--- src/rtl/gn_axis_arb_pkg.sv ---
// Shared definitions for the round-robin AXI-Stream arbiters.
//   ST_IDLE / ST_LOCKED : arbiter FSM state encoding (1-bit, legacy-compatible)
//   clog2_min1()        : ceil(log2(n)) clamped to at least 1, used to size
//                         grant index buses
package gn_axis_arb_pkg;

    localparam logic [0:0] ST_IDLE   = 1'b0;
    localparam logic [0:0] ST_LOCKED = 1'b1;

    function automatic int clog2_min1(input int n);
        int w;
        w = 1;
        while ((1 << w) < n) w++;
        return w;
    endfunction

endpackage

--- src/rtl/gn_axis_rr_pick.sv ---
// Combinational round-robin picker.
//   req     : request vector, one bit per port
//   last    : index of the most recently served port
//   any_req : at least one request present
//   grant   : first requesting port scanning last+1, last+2, ... (mod ports)
module gn_axis_rr_pick
    import gn_axis_arb_pkg::*;
#(
    parameter  int P_NUM_PORTS = 4,
    localparam int P_IDW       = clog2_min1(P_NUM_PORTS)
) (
    input  logic [P_NUM_PORTS-1:0] req,
    input  logic [P_IDW-1:0]       last,
    output logic                   any_req,
    output logic [P_IDW-1:0]       grant
);

    // Port index k positions after 'from', wrapped into 0..P_NUM_PORTS-1.
    function automatic logic [P_IDW-1:0] step_idx(input logic [P_IDW-1:0] from, input int k);
        return P_IDW'((int'(from) + k) % P_NUM_PORTS);
    endfunction

    // Scan from the farthest candidate down to the nearest so the nearest
    // requester after 'last' is the one left standing.
    always_comb begin
        any_req = |req;
        grant   = '0;
        for (int k = P_NUM_PORTS; k >= 1; k--) begin
            if (req[step_idx(last, k)]) grant = step_idx(last, k);
        end
    end

endmodule

--- src/rtl/gn_axis_rr_arb.sv ---
// N-to-1 AXI-Stream round-robin arbiter with packet lock and a registered
// output stage. A granted port owns the output until its tlast beat is taken.
//   clk, reset_n   : clock, synchronous active-low reset
//   s_axis_*       : per-port slave streams (tdata packed port-major)
//   m_axis_*       : registered master stream
// Optional macro GN_AXIS_ARB_TID_EN adds m_axis_tid (source port index,
// registered with tdata) and o_busy (high while a packet is locked).
module gn_axis_rr_arb
    import gn_axis_arb_pkg::*;
#(
    parameter  int P_NUM_PORTS = 4,
    parameter  int P_DWIDTH    = 32,
    localparam int P_IDW       = clog2_min1(P_NUM_PORTS)
) (
    input  logic                            clk,
    input  logic                            reset_n,
    input  logic [P_NUM_PORTS*P_DWIDTH-1:0] s_axis_tdata,
    input  logic [P_NUM_PORTS-1:0]          s_axis_tvalid,
    input  logic [P_NUM_PORTS-1:0]          s_axis_tlast,
    output logic [P_NUM_PORTS-1:0]          s_axis_tready,
    output logic [P_DWIDTH-1:0]             m_axis_tdata,
    output logic                            m_axis_tlast,
    output logic                            m_axis_tvalid,
`ifdef GN_AXIS_ARB_TID_EN
    output logic [P_IDW-1:0]                m_axis_tid,
    output logic                            o_busy,
`endif
    input  logic                            m_axis_tready
);

    logic [0:0]          state;
    logic [P_IDW-1:0]    r_grant;
    logic [P_IDW-1:0]    r_last;
    logic [P_IDW-1:0]    pick_idx;
    logic                any_req;
    logic                out_ready;
    logic                accept;
    logic [P_DWIDTH-1:0] port_data [P_NUM_PORTS];

    for (genvar i = 0; i < P_NUM_PORTS; i++) begin : g_unpack
        assign port_data[i] = s_axis_tdata[i*P_DWIDTH +: P_DWIDTH];
    end

    gn_axis_rr_pick #(
        .P_NUM_PORTS (P_NUM_PORTS)
    ) u_pick (
        .req     (s_axis_tvalid),
        .last    (r_last),
        .any_req (any_req),
        .grant   (pick_idx)
    );

    // Output stage can take a beat when empty or draining this cycle.
    assign out_ready = !m_axis_tvalid || m_axis_tready;
    assign accept    = (state == ST_LOCKED) && s_axis_tvalid[r_grant] && out_ready;

    always_comb begin
        s_axis_tready = '0;
        if (state == ST_LOCKED) s_axis_tready[r_grant] = out_ready;
    end

    always_ff @(posedge clk) begin
        if (!reset_n) begin
            state         <= ST_IDLE;
            r_grant       <= '0;
            r_last        <= P_IDW'(P_NUM_PORTS - 1);
            m_axis_tvalid <= 1'b0;
            m_axis_tdata  <= '0;
            m_axis_tlast  <= 1'b0;
        end else begin
            case (state)
                ST_IDLE: begin
                    if (any_req) begin
                        r_grant <= pick_idx;
                        state   <= ST_LOCKED;
                    end
                end
                default: begin
                    if (accept && s_axis_tlast[r_grant]) begin
                        r_last <= r_grant;
                        state  <= ST_IDLE;
                    end
                end
            endcase

            if (accept) begin
                m_axis_tvalid <= 1'b1;
                m_axis_tdata  <= port_data[r_grant];
                m_axis_tlast  <= s_axis_tlast[r_grant];
            end else if (m_axis_tready) begin
                m_axis_tvalid <= 1'b0;
            end
        end
    end

`ifdef GN_AXIS_ARB_TID_EN
    always_ff @(posedge clk) begin
        if (!reset_n)    m_axis_tid <= '0;
        else if (accept) m_axis_tid <= r_grant;
    end

    assign o_busy = (state == ST_LOCKED);
`endif

endmodule
--- config.mk ---
export PLATFORM = sky130hd
export DESIGN_NAME = gn_axis_rr_arb
export DESIGN_NICKNAME = d
export VERILOG_FILES = /design/src/rtl/gn_axis_arb_pkg.sv /design/src/rtl/gn_axis_rr_pick.sv /design/src/rtl/gn_axis_rr_arb.sv
export SDC_FILE = /design/constraint.sdc
export NUM_CORES = 1
export LEC_CHECK = 0
export CORE_ASPECT_RATIO = 1.2
export CORE_MARGIN = 3
export CORE_UTILIZATION = 37
export DETAILED_ROUTE_END_ITERATION = 10
export PLACE_DENSITY_LB_ADDON = 0.05
export SYNTH_ARGS = -nofsm -noshare
export SYNTH_HDL_FRONTEND = slang
export SYNTH_SLANG_ARGS = --single-unit
--- constraint.sdc ---
create_clock -name clk -period 3.8 [get_ports clk]
set_clock_uncertainty 0.2 [all_clocks]
set_input_delay 1.14 -clock clk [delete_from_list [all_inputs] [get_ports clk]]
set_output_delay 1.14 -clock clk [all_outputs]
set_load 0.03 [all_outputs]
==> results.toml <==
[place]
pre_cts_slack_ns = 0.189
dpl_cell_area_um2 = 4140
port_buffers = 176
hpwl_um = 6180
place_congestion = 0.762
dp_cells = 471

[cells_and_area]
drive_gt1_frac = 0.136
nets = 535
n_fill_cell = 546
layout_commonest_cell = "clkdlybuf4s50_1"
area_growth_pct = 80.1
multi_input_area_um2 = 1460
final-seq-area_um2 = 783
antenna_cells = 0
stdcell_area_um2 = 4260
final_cells = 479
final_cell_mix = "172 x clkdlybuf4s50_1, 69 x nand2_1, 37 x dfxtp_1"

[global_routing]
antenna_found_initial = 0
grt_max_degree = 34
grt_pass1_wl_um = 12100
grt_pass1_vias = 2590
grt_remaining_overflow = 0
track_usage = 0.209

[detailed_routing]
wire_per_inst_um = 15.9
dr.pass1.iters = 4
met3_wirelength_um = 710
top_layer_used = "met4"
initialDrtViolationCount = 96
ant_nets = 0
wirelength_um = 7620
met1Wirelength_um = 2650
met2_length_um = 4170
avgViaCountPerCell = 5.09
drt_drc_violations_left = 0
via_count = 2437

[pwr]
seqPwrFrac = 0.363
powerDensity_nw_per_um2 = 308
fin_total_pwr_w = 0.00131
clkPwrFrac = 0.274
p_comb_frac = 0.363
power.switching_w = 0.000369
ir_worst_vdd_uv = 152
p_leak_nw = 1.50
power.internal_w = 0.000943
switching_share = 0.281

[clock_tree]
cts_max_level = 2
cts_tree = "built"
cts_resized = 0
cts_hold_buf = 0
clock-sinks = 39
postCtsSetupBuffers = 0
root_buffer = "clkbuf_8"
numCtsBuffers = 5
clkTransAtPathRegs_ns = 0.07
clock_latency_ns = 0.29
clockBufferDepth = 2

[sta]
setup_viol = 0
worst_slew_pin_slew_ns = 0.691
fin_setup_tns_ns = 0
hold_viol = 0
fin_crit_sh = 0.945
slew_viol_final = 0
grt_setup_unrepaired = "no"
fin_ws_ns = 0.208
fin_crit_ns = 3.59
fmax_mhz = 278
slew_headroom = 0.539

[status]
status = "finished clean"

[floorplanning]
core-area_um2 = 6130
num_rows = 31
die_y_um = 93.5
boundaryPins = 177
start_util = 0.385
die_x_um = 78.9
die_area_um2 = 7380

[logic_synthesis]
syn_area_per_cell_um2 = 10.4
ys_ff_latch = 39
ys_warn_count = 0
synth_cell_types = 25
syn_inst = 228
syn_area_um2 = 2360
ys_seq_area_frac = 0.331
syn-num-nets = 367

[setup_path]
cp_top_family = "buffers and inverters"
r2r_cells = 5
slowest_delay_ns = 0.45
critPathLaunch = "m_axis_tready"
r2r-start = "r_grant[0]"
crit_cells = 5
arrival_ns = 2.25
path_class = "input port to output port"
end_kind = "output port"
critical_path_buf_inv_count = 2
crit_fanout = 3
cp_cell_sequence = "clkdlybuf4s50_1 > nand2b_1 > nand2_1 > nor3_1 > buf_4"
regToRegSetupSlack_ns = 1.24
crit_end = "s_axis_tready[0]"
startpoint_type = "input port"
timing.rr.end = "r_last[1]"
crit_required_ns = 2.46
cp_slowest_cell = "clkdlybuf4s50_1"

[hold_path]
hp-class = "register to register"

[run]
max-cap-violations = 0
power by group through the flow:
stage               logic [W]  clock network, W  registers [W]
floorplan            0.000216                 0       0.000521
global placement     0.000472                 0       0.000486
CTS                  0.000482          0.000371       0.000478
global route         0.000510          0.000386       0.000484
detailed placement   0.000481                 0       0.000488
finish               0.000476          0.000360       0.000476
routing by layer:
layer,vias up,global-route usage
li1,1160,-
met1,1161,0.214
met2,109,0.398
met3,7,0.0732
met4,0,0.0544
met5,-,0
registers in the layout (all words and copies together) (netlist names):
name / cells
m_axis_tlast: 1
r_last: 2
r_grant: 2
m_axis_tvalid: 1
m_axis_tdata: 32
state: 1
area by class of cell:
| class | instances | share of cell area |
|---|---|---|
| inverters | 2 | 0.00176 |
| clock buffers | 6 | 0.0194 |
| well taps | 82 | 0.0241 |
| clock inverters | 2 | 0.00823 |
| flip-flops and latches | 39 | 0.184 |
| repair buffers | 181 | 0.420 |
| multi-input cells | 167 | 0.342 |
worst reg2reg max path: cells and delay by family, from the launching register on:
kind	cells	cell delay, ns
mux	2	0.78
flops	1	0.67
buf+inv	1	0.49
simple gates	2	0.28
cell families after synthesis:
| group | synth area share |
|---|---|
| flip-flops | 0.331 |
| buffers and inverters | 0.0535 |
| multiplexers | 0.328 |
| AO/OA/AOI/OAI | 0.134 |
| AND/OR/NAND/NOR | 0.154 |
metrics by stage:
step,util,hold slack (ns)
2_1_floorplan,-,0.259
3_3_place_gp,0.675,0.240
3_5_place_dp,0.675,0.244
4_1_cts,0.694,0.254
5_1_grt,0.694,0.274
6_report,0.694,0.250
worst min path at each step:
stage	startpoint	to	slack, ns	cells past startpoint
floorplan	r_last[0]	r_last[0]	0.26	2
global placement	m_axis_tdata[12]	m_axis_tdata[12]	0.24	2
detailed placement	m_axis_tdata[1]	m_axis_tdata[1]	0.24	2
CTS	m_axis_tdata[1]	m_axis_tdata[1]	0.25	2
global route	m_axis_tdata[5]	m_axis_tdata[5]	0.27	2
finish	m_axis_tdata[30]	m_axis_tdata[30]	0.25	2
cells in the mapped netlist:
master,instances,share of area
a21oi_1,2,0.0042
mux4_2,34,0.32
inv_1,2,0.0032
nor4_1,1,0.0026
buf_6,3,0.014
nor2_1,5,0.0079
clkbuf_1,8,0.013
nand2b_1,4,0.011
clkbuf_4,2,0.0064
nand2_1,69,0.11
dfxtp_1,39,0.33
o211ai_1,2,0.0064
nand4_1,1,0.0026
nand3_2,1,0.0042
buf_4,2,0.0064
buf_2,5,0.011
nand3_1,3,0.0064
a21boi_1,33,0.10
mux2i_1,1,0.0042
o22a_1,1,0.0037
nor2b_1,1,0.0026
o21ai_0,4,0.0085
and3_1,1,0.0026
a21boi_0,2,0.0064
nor3_1,2,0.0042
No activity file was read; power rests on OpenSTA's default activity.
